**config.mk**
```make
export PLATFORM = sky130hd
export DESIGN_NAME = mem_stage_flat
export DESIGN_NICKNAME = d
export VERILOG_FILES = /design/src/rtl/mem_stage_if.sv /design/src/rtl/mem_stage.sv /design/src/flat_wrapper.sv
export SDC_FILE = /design/constraint.sdc
export NUM_CORES = 2
export LEC_CHECK = 0
export CAP_MARGIN = 20
export CORE_ASPECT_RATIO = 1.4
export CORE_MARGIN = 2
export CORE_UTILIZATION = 55
export DETAILED_ROUTE_END_ITERATION = 6
export GPL_TIMING_DRIVEN = 0
export HOLD_SLACK_MARGIN = 0.05
export PLACE_DENSITY = 0.76
export SYNTH_ARGS = -nofsm -noshare
export SYNTH_HDL_FRONTEND = slang
export SYNTH_SLANG_ARGS = --single-unit
```
**constraint.sdc**
```tcl
create_clock -name clk -period 2.1 [get_ports clk]
set_input_delay 0.42 -clock clk [delete_from_list [all_inputs] [get_ports clk]]
set_output_delay 0.42 -clock clk [all_outputs]
set_load 0.02 [all_outputs]
```
**src/rtl/mem_stage_if.sv**
```systemverilog
// EX->MEM->WB bus for mem_stage: EX-stage inputs, pipeline controls, forwarding/branch/WB outputs.
// The master modport drives the EX side; the slave modport is the memory stage itself.
interface mem_stage_if;
   logic        stall_in;
   logic        flush_in;
   logic [31:0] ex_alu_result;
   logic        ex_zero;
   logic [31:0] ex_write_data;
   logic [4:0]  ex_rd;
   logic        ex_reg_write;
   logic        ex_mem_read;
   logic        ex_mem_write;
   logic        ex_mem_to_reg;
   logic        ex_branch;
   logic [31:0] ex_branch_target;
   logic [31:0] mem_alu_result;
   logic [4:0]  mem_rd;
   logic        mem_reg_write;
   logic        pc_src;
   logic [31:0] branch_target;
   logic [31:0] wb_data;
   logic [4:0]  wb_rd;
   logic        wb_reg_write;
   logic        misalign_err;

   modport master (
      output stall_in, flush_in, ex_alu_result, ex_zero, ex_write_data, ex_rd,
             ex_reg_write, ex_mem_read, ex_mem_write, ex_mem_to_reg, ex_branch,
             ex_branch_target,
      input  mem_alu_result, mem_rd, mem_reg_write, pc_src, branch_target,
             wb_data, wb_rd, wb_reg_write, misalign_err
   );

   modport slave (
      input  stall_in, flush_in, ex_alu_result, ex_zero, ex_write_data, ex_rd,
             ex_reg_write, ex_mem_read, ex_mem_write, ex_mem_to_reg, ex_branch,
             ex_branch_target,
      output mem_alu_result, mem_rd, mem_reg_write, pc_src, branch_target,
             wb_data, wb_rd, wb_reg_write, misalign_err
   );
endinterface

```
**src/rtl/mem_stage.sv**
```systemverilog
// Pipeline MEM stage: EX/MEM register, word-addressed data memory, MEM/WB register, beq resolve.
// Optional MEM_MISALIGN_CHECK_EN: misaligned accesses skip the store, load 0 and flag misalign_err.
module mem_stage #(
   parameter int unsigned DEPTH  = 32,
   parameter int unsigned ADDR_W = 5
) (
   input logic        clk,
   input logic        reset,
   mem_stage_if.slave bus
);

   typedef struct packed {
      logic [31:0] alu_result;
      logic        zero;
      logic [31:0] write_data;
      logic [4:0]  rd;
      logic        reg_write;
      logic        mem_read;
      logic        mem_write;
      logic        mem_to_reg;
      logic        branch;
      logic [31:0] branch_target;
   } exm_t;

   typedef struct packed {
      logic [31:0] data;
      logic [4:0]  rd;
      logic        reg_write;
   } mwb_t;

   exm_t        exm_q, exm_d;
   mwb_t        mwb_q, mwb_d;
   logic [31:0] mem_q [DEPTH];
   logic [31:0] mem_d [DEPTH];

   logic [ADDR_W-1:0] word_idx;
   logic [31:0]       rd_word;
   logic [31:0]       load_val;
   logic              misaligned;
   logic              mem_we;

   assign word_idx = exm_q.alu_result[ADDR_W+1:2];
   assign rd_word  = mem_q[word_idx];

`ifdef MEM_MISALIGN_CHECK_EN
   assign misaligned = (exm_q.mem_read | exm_q.mem_write) && (exm_q.alu_result[1:0] != 2'b00);
`else
   assign misaligned = 1'b0;
`endif

   assign load_val = misaligned ? '0 : rd_word;
   assign mem_we   = exm_q.mem_write & ~bus.stall_in & ~misaligned;

   // Flush outranks stall for the registers; the store itself is still blocked by stall.
   always_comb begin
      exm_d = exm_q;
      if (bus.flush_in) begin
         exm_d = '0;
      end else if (!bus.stall_in) begin
         exm_d.alu_result    = bus.ex_alu_result;
         exm_d.zero          = bus.ex_zero;
         exm_d.write_data    = bus.ex_write_data;
         exm_d.rd            = bus.ex_rd;
         exm_d.reg_write     = bus.ex_reg_write;
         exm_d.mem_read      = bus.ex_mem_read;
         exm_d.mem_write     = bus.ex_mem_write;
         exm_d.mem_to_reg    = bus.ex_mem_to_reg;
         exm_d.branch        = bus.ex_branch;
         exm_d.branch_target = bus.ex_branch_target;
      end
   end

   always_comb begin
      mwb_d = mwb_q;
      if (bus.flush_in || !bus.stall_in) begin
         mwb_d.data      = exm_q.mem_to_reg ? load_val : exm_q.alu_result;
         mwb_d.rd        = exm_q.rd;
         mwb_d.reg_write = exm_q.reg_write;
      end
   end

   always_comb begin
      mem_d = mem_q;
      if (mem_we) begin
         mem_d[word_idx] = exm_q.write_data;
      end
   end

   always_ff @(posedge clk) begin
      if (reset) begin
         exm_q <= '0;
         mwb_q <= '0;
         for (int unsigned i = 0; i < DEPTH; i++) begin
            mem_q[i] <= '0;
         end
      end else begin
         exm_q <= exm_d;
         mwb_q <= mwb_d;
         mem_q <= mem_d;
      end
   end

`ifdef MEM_MISALIGN_CHECK_EN
   logic misalign_q, misalign_d;

   always_comb begin
      misalign_d = misalign_q;
      if (bus.flush_in || !bus.stall_in) begin
         misalign_d = misaligned;
      end
   end

   always_ff @(posedge clk) begin
      if (reset) begin
         misalign_q <= 1'b0;
      end else begin
         misalign_q <= misalign_d;
      end
   end

   assign bus.misalign_err = misalign_q;
`else
   assign bus.misalign_err = 1'b0;
`endif

   assign bus.mem_alu_result = exm_q.alu_result;
   assign bus.mem_rd         = exm_q.rd;
   assign bus.mem_reg_write  = exm_q.reg_write;
   assign bus.pc_src         = exm_q.branch & exm_q.zero;
   assign bus.branch_target  = exm_q.branch_target;
   assign bus.wb_data        = mwb_q.data;
   assign bus.wb_rd          = mwb_q.rd;
   assign bus.wb_reg_write   = mwb_q.reg_write;

endmodule
```
**src/flat_wrapper.sv**
```systemverilog
// flat-port wrapper written by rule: the top's interface ports become plain ports
module mem_stage_flat 
#(
   parameter int unsigned DEPTH  = 32,
   parameter int unsigned ADDR_W = 5
)
  (clk, reset, bus_stall_in, bus_flush_in, bus_ex_alu_result, bus_ex_zero, bus_ex_write_data, bus_ex_rd, bus_ex_reg_write, bus_ex_mem_read, bus_ex_mem_write, bus_ex_mem_to_reg, bus_ex_branch, bus_ex_branch_target, bus_mem_alu_result, bus_mem_rd, bus_mem_reg_write, bus_pc_src, bus_branch_target, bus_wb_data, bus_wb_rd, bus_wb_reg_write, bus_misalign_err);
  mem_stage_if bus_i ();
  input logic clk;
  input logic reset;
  input wire logic [$bits(bus_i.stall_in)-1:0] bus_stall_in;
  input wire logic [$bits(bus_i.flush_in)-1:0] bus_flush_in;
  input wire logic [$bits(bus_i.ex_alu_result)-1:0] bus_ex_alu_result;
  input wire logic [$bits(bus_i.ex_zero)-1:0] bus_ex_zero;
  input wire logic [$bits(bus_i.ex_write_data)-1:0] bus_ex_write_data;
  input wire logic [$bits(bus_i.ex_rd)-1:0] bus_ex_rd;
  input wire logic [$bits(bus_i.ex_reg_write)-1:0] bus_ex_reg_write;
  input wire logic [$bits(bus_i.ex_mem_read)-1:0] bus_ex_mem_read;
  input wire logic [$bits(bus_i.ex_mem_write)-1:0] bus_ex_mem_write;
  input wire logic [$bits(bus_i.ex_mem_to_reg)-1:0] bus_ex_mem_to_reg;
  input wire logic [$bits(bus_i.ex_branch)-1:0] bus_ex_branch;
  input wire logic [$bits(bus_i.ex_branch_target)-1:0] bus_ex_branch_target;
  output wire logic [$bits(bus_i.mem_alu_result)-1:0] bus_mem_alu_result;
  output wire logic [$bits(bus_i.mem_rd)-1:0] bus_mem_rd;
  output wire logic [$bits(bus_i.mem_reg_write)-1:0] bus_mem_reg_write;
  output wire logic [$bits(bus_i.pc_src)-1:0] bus_pc_src;
  output wire logic [$bits(bus_i.branch_target)-1:0] bus_branch_target;
  output wire logic [$bits(bus_i.wb_data)-1:0] bus_wb_data;
  output wire logic [$bits(bus_i.wb_rd)-1:0] bus_wb_rd;
  output wire logic [$bits(bus_i.wb_reg_write)-1:0] bus_wb_reg_write;
  output wire logic [$bits(bus_i.misalign_err)-1:0] bus_misalign_err;
  assign bus_i.stall_in = bus_stall_in;
  assign bus_i.flush_in = bus_flush_in;
  assign bus_i.ex_alu_result = bus_ex_alu_result;
  assign bus_i.ex_zero = bus_ex_zero;
  assign bus_i.ex_write_data = bus_ex_write_data;
  assign bus_i.ex_rd = bus_ex_rd;
  assign bus_i.ex_reg_write = bus_ex_reg_write;
  assign bus_i.ex_mem_read = bus_ex_mem_read;
  assign bus_i.ex_mem_write = bus_ex_mem_write;
  assign bus_i.ex_mem_to_reg = bus_ex_mem_to_reg;
  assign bus_i.ex_branch = bus_ex_branch;
  assign bus_i.ex_branch_target = bus_ex_branch_target;
  assign bus_mem_alu_result = bus_i.mem_alu_result;
  assign bus_mem_rd = bus_i.mem_rd;
  assign bus_mem_reg_write = bus_i.mem_reg_write;
  assign bus_pc_src = bus_i.pc_src;
  assign bus_branch_target = bus_i.branch_target;
  assign bus_wb_data = bus_i.wb_data;
  assign bus_wb_rd = bus_i.wb_rd;
  assign bus_wb_reg_write = bus_i.wb_reg_write;
  assign bus_misalign_err = bus_i.misalign_err;
  mem_stage #(.DEPTH(DEPTH), .ADDR_W(ADDR_W)) u_core (.clk(clk), .reset(reset), .bus(bus_i));
endmodule
```
# [Word-level counts from Yosys, hierarchy flattened]
# Cells that the tools add are included.
[classes] magnitude_cmp=2 muxes=7 n_bitwise=4 n_reduce_logical=4
[op_table] operator="bitwise mux 1024 bit" count=1
[op_table] operator="binary-select mux 32 bit (select 5 bit)" count=1
[op_table] operator="demux 32 bit (select 5 bit)" count=1
[op_table] operator="2-to-1 mux 32 bit" count=4
[op_table] operator=">= comparator 6 bit (second input constant)" count=1
[op_table] operator="< comparator 6 x 1 -> 1 bit (second input constant)" count=1
[op_table] operator="NOT 5 -> 6 bit" count=1
[op_table] operator="AND 1 bit" count=2
[op_table] operator="OR reduction 2 bit" count=1
[op_table] operator="logical AND 1 bit" count=1
[op_table] operator="logical NOT 1 bit" count=1
[op_table] operator="logical OR 1 bit" count=1
[op_table] operator="NOT 1 bit" count=1
[word_totals] register_bits=1168 input_bits=111 out_inout_bits=110

# [Logic depth before layout (Yosys ltp)]
[depth] depth_word=6 mapped_depth=10 ltp_nobuf=5

# [Worst setup path before layout]
# OpenSTA, ideal clock, no wires.
[synth_path] kind="reg-to-reg" from="register u_core.exm_q (netlist bit u_core.bus.mem_alu_result[2])" to="register u_core.mwb_q (netlist bit u_core.bus.wb_data[21])" arrival_time_ns=1.895 required_ns=1.983 path_slack_ns=0.087 stages_incl_launch_ff=7 path_buffers=2 cell_sequence="dfxtp_1 -> buf_6 -> buf_2 -> mux4_2 -> a221oi_2 -> nand4_1 -> a32o_1"
[synth_via] elab_chain_len=5
[synth_lines] element="from (decl)" line_no="mem_stage.sv:31" rtl="exm_t exm_q, exm_d;"
[synth_lines] element="from (signal assigned)" line_no="mem_stage.sv:97" rtl="exm_q <= exm_d;"
[synth_lines] element="NOT 5 -> 6 bit (implied by the code)" line_no="mem_stage.sv:43" rtl="assign rd_word = mem_q[word_idx];"
[synth_lines] element="binary-select mux 32 bit (select 5 bit)" line_no="mem_stage.sv:43"
[synth_lines] element="2-to-1 mux 32 bit (implied by the code) (2 in series)" line_no="mem_stage.sv:43"
[synth_lines] element="2-to-1 mux 32 bit" line_no="mem_stage.sv:76" rtl="mwb_d.data = exm_q.mem_to_reg ? load_val : exm_q.alu_result;"
[synth_lines] element="to (signal assigned)" line_no="mem_stage.sv:98" rtl="mwb_q <= mwb_d;"
[synth_lines] element="to (decl)" line_no="mem_stage.sv:32" rtl="mwb_t mwb_q, mwb_d;"
# Every way passes these cells. The select of a mux whose other input is x is not followed.
# A chain may end at the register's enable or synchronous reset.

# [Worst setup path after layout]
[layout_path] from="register u_core.exm_q (netlist bit u_core.bus.mem_alu_result[2])" to="register u_core.mwb_q (netlist bit u_core.bus.wb_data[23])"
# The elaborated chain is that of the path after synthesis.

==> reports/metrics.cfg <==
[clock_network]
htree_levels = 3
cts_tree = done
insertion_delay_ps = 790
hold_buffers = 0
cts_sinks = 1168
clock_path_buffers = 3
clkTransAtPathRegs_ps = 70
cts_root_buffer = clkbuf_16
numCtsBuffers = 109

[yosys]
synth_xor_area_frac = 0
syn_inst = 5951
seq_area_frac_synth = 0.469
synth_area_mm2 = 0.0499
syn_avg_cell_area_um2 = 8.39
synth_top_family_by_area = simple AND/OR/NAND/NOR gates
synthFlopType = dfxtp_1
synth.mux.area_fraction = 0.137
synthDistinctLibCells = 69
yosys.area_share.simple = 0.192
synth_fa_ha_area_frac = 0
syn-num-nets = 6062
synth_compound_area_frac = 0.136
ys_warn_count = 0
ys_ff_latch = 1168
synth_edf_count = 0
async_flop_share = 0

[placed_design]
place_hpwl_um = 181000
gp_congestion = 1.10
numPortBuffers = 218
placed_cell_area_mm2 = 0.0537

[timing]
finalCritPeriodShare = 1.43
skew_ps = 36.7
whs_ps = 244
worst_pin_slew_ps = 1270
fmax_ghz = 0.333
hold_violations = 0
fin_ws_ps = -907
setup_viol = 1191
finalCriticalPeriod_ps = 3010
rsz0062_at_grt = true
relSlewSlack = 0.151
drv_slew = 0

[power]
power_density_mw_per_mm2 = 752
peakVddDrop_v = 0.000798
p_leak_nw = 21.1

[route]
detail_route.wirelength_um = 257000
vias = 50560
wl_per_cell_um = 33.0
antenna_left = 0
drt_iter0_drc = 7498
drcViolationCount = 0
firstDrtPassIters = 7
via_per_inst = 6.50

[final_layout]
final_util = 0.706
layout_common_cells = 2,087 x nand2_1, 1,162 x dfxtp_1, 1,005 x a21oi_1, 294 x clkbuf_1, 237 x buf_4
fin_area_mm2 = 0.0634
finalNetCount = 6603
fillers = 7053
drive_gt1_frac = 0.193
layout_commonest_cell = nand2_1
syn_to_final_growth_pct = 27.0

[die]
die_h_um = 360
dieArea_mm2 = 0.0932
core_mm2 = 0.0898
std_cell_rows = 130
ioPinCount = 221
die_w_um = 259
initial_core_util = 0.556

[min_path]
hold_class = in -> reg

[grt]
grt_pass1_wl_um = 345000
grtUsageMet1 = 0.596
grt_start_max_net_pins = 16
grt_busiest_layer = met2
antenna_found_initial = 16
grtUsageTotal = 0.532
grt_pass1_vias = 45801
met2_usage = 0.763
use_met3 = 0.198
grt_overflow = 0

[setup_path]
cp.required_ps = 2750
start_kind = register
crit_path_max_incr_delay_ps = 530
end_kind = register
crit_type = reg -> reg
worstPathCellList = buf_12, clkbuf_16, buf_16, mux4_2, a22oi_2, nand4_1, a32o_1
critPathArrivalTime_ps = 3650
slowest_stage = mux4_2
critPathMaxFanout = 8
r2r_slack_ps = -910

[run_status]
violations = setup timing
status = finished, violations left

[flow_run]
maxCapViolations = 0

[sequential cells by signal, summed over array words and instances (netlist names)]
register                   cells
u_core.bus.wb_rd               5
u_core.bus.mem_reg_write       1
u_core.mem_q                1024
u_core.bus.mem_alu_result     32
u_core.bus.wb_data            32
u_core.bus.wb_reg_write        1
u_core.exm_q                  36
u_core.bus.mem_rd              5
u_core.bus.branch_target      32
[Yosys cell counts, types with 12 or more instances]
cell type / n / area share
nor2_1: 154 / 0.012
buf_4: 126 / 0.019
nor3_1: 27 / 0.0027
buf_1: 14 / 0.0011
o21ai_0: 25 / 0.0025
mux4_2: 168 / 0.076
buf_6: 20 / 0.0045
a22oi_1: 58 / 0.0087
dfxtp_1: 1168 / 0.47
mux4_1: 20 / 0.011
a21oi_1: 1039 / 0.10
a22o_1: 22 / 0.0039
o22ai_1: 30 / 0.0038
a32o_1: 12 / 0.0024
nor2b_1: 15 / 0.0019
o31ai_1: 17 / 0.0026
clkbuf_1: 396 / 0.030
nand2_1: 2135 / 0.16
buf_2: 100 / 0.010
mux2_2: 20 / 0.0045
mux2i_1: 232 / 0.047
nand3_1: 27 / 0.0027
[cell type report]
type / instances / area, um2 / area share
multi-input cells: 4122 / 25000 / 0.395
flip-flops and latches: 1168 / 23400 / 0.369
repair buffers: 440 / 4850 / 0.0765
plain buffers: 649 / 4670 / 0.0737
clock buffers: 146 / 3130 / 0.0494
well taps: 1188 / 1490 / 0.0235
clock inverters: 58 / 756 / 0.0119
diodes: 10 / 25.0 / 0.000395
inverters: 2 / 7.51 / 0.000118
[routing by layer]
| metal | up-vias | part of all wire |
|---|---|---|
| met5 | - | 0.0012 |
| met4 | 16 | 0.13 |
| met3 | 1340 | 0.14 |
| met2 | 4208 | 0.41 |
| met1 | 23999 | 0.32 |
| li1 | 20997 | - |
[repair_timing]
action | CTS | global route
pin swaps | 93 | 69
gates cloned | 12 | 6
resized for setup | 636 | 438
setup endpoints to repair | 1197 | 1193
buffers inserted | 117 | 79
endpoints found under the hold margin | 0 | 0
[stage by stage]
stage / cells / TNS [ps] / worst slack (ps) / total power [W]
floorplan: 5951 / 0 / 87.3 / 0.0241
global placement: 7357 / -1691930 / -2050 / 0.0255
detailed placement: 7365 / -1448370 / -1830 / 0.0256
CTS: 7691 / -224880 / -628 / 0.0470
global route: 7774 / -253050 / -680 / 0.0482
finish: 7783 / -255100 / -907 / 0.0476
[path summary, 6_finish.rpt]
kind / from / end / cells past startpoint
hold reg to reg: u_core.mem_q[654] / u_core.mem_q[654] / 2
hold / removal: bus_ex_write_data[23] / u_core.exm_q[65] / 3
setup / recovery: u_core.bus.mem_alu_result[2] / u_core.bus.wb_data[23] / 7
setup reg to reg: u_core.bus.mem_alu_result[2] / u_core.bus.wb_data[23] / 7
[where the power goes]
part / internal (W) / total [W] / leakage, nW / switching, W
sequential: 0.0222 / 0.0223 / 9.42 / 0.0000736
clock: 0.0122 / 0.0219 / 1.89 / 0.00964
combinational: 0.00118 / 0.00347 / 9.80 / 0.00229
[critical path: cells and delay by family (launching register included)]
family,cells,cell delay [ps]
AO/OA/AOI/OAI,2,840
buffers and inverters,3,560
multiplexers,1,530
AND/OR/NAND/NOR,1,530
flip-flops,1,370
[kinds of logic (layout without fill, tap and decap cells)]
logic type,count (synthesis),in the layout
buf+inv,661,1295
other cells,1,11
flops,1168,1168
mux,440,440
simple gates,2435,2435
compound gates,1246,1246
Power figures use the tool's default switching activity.
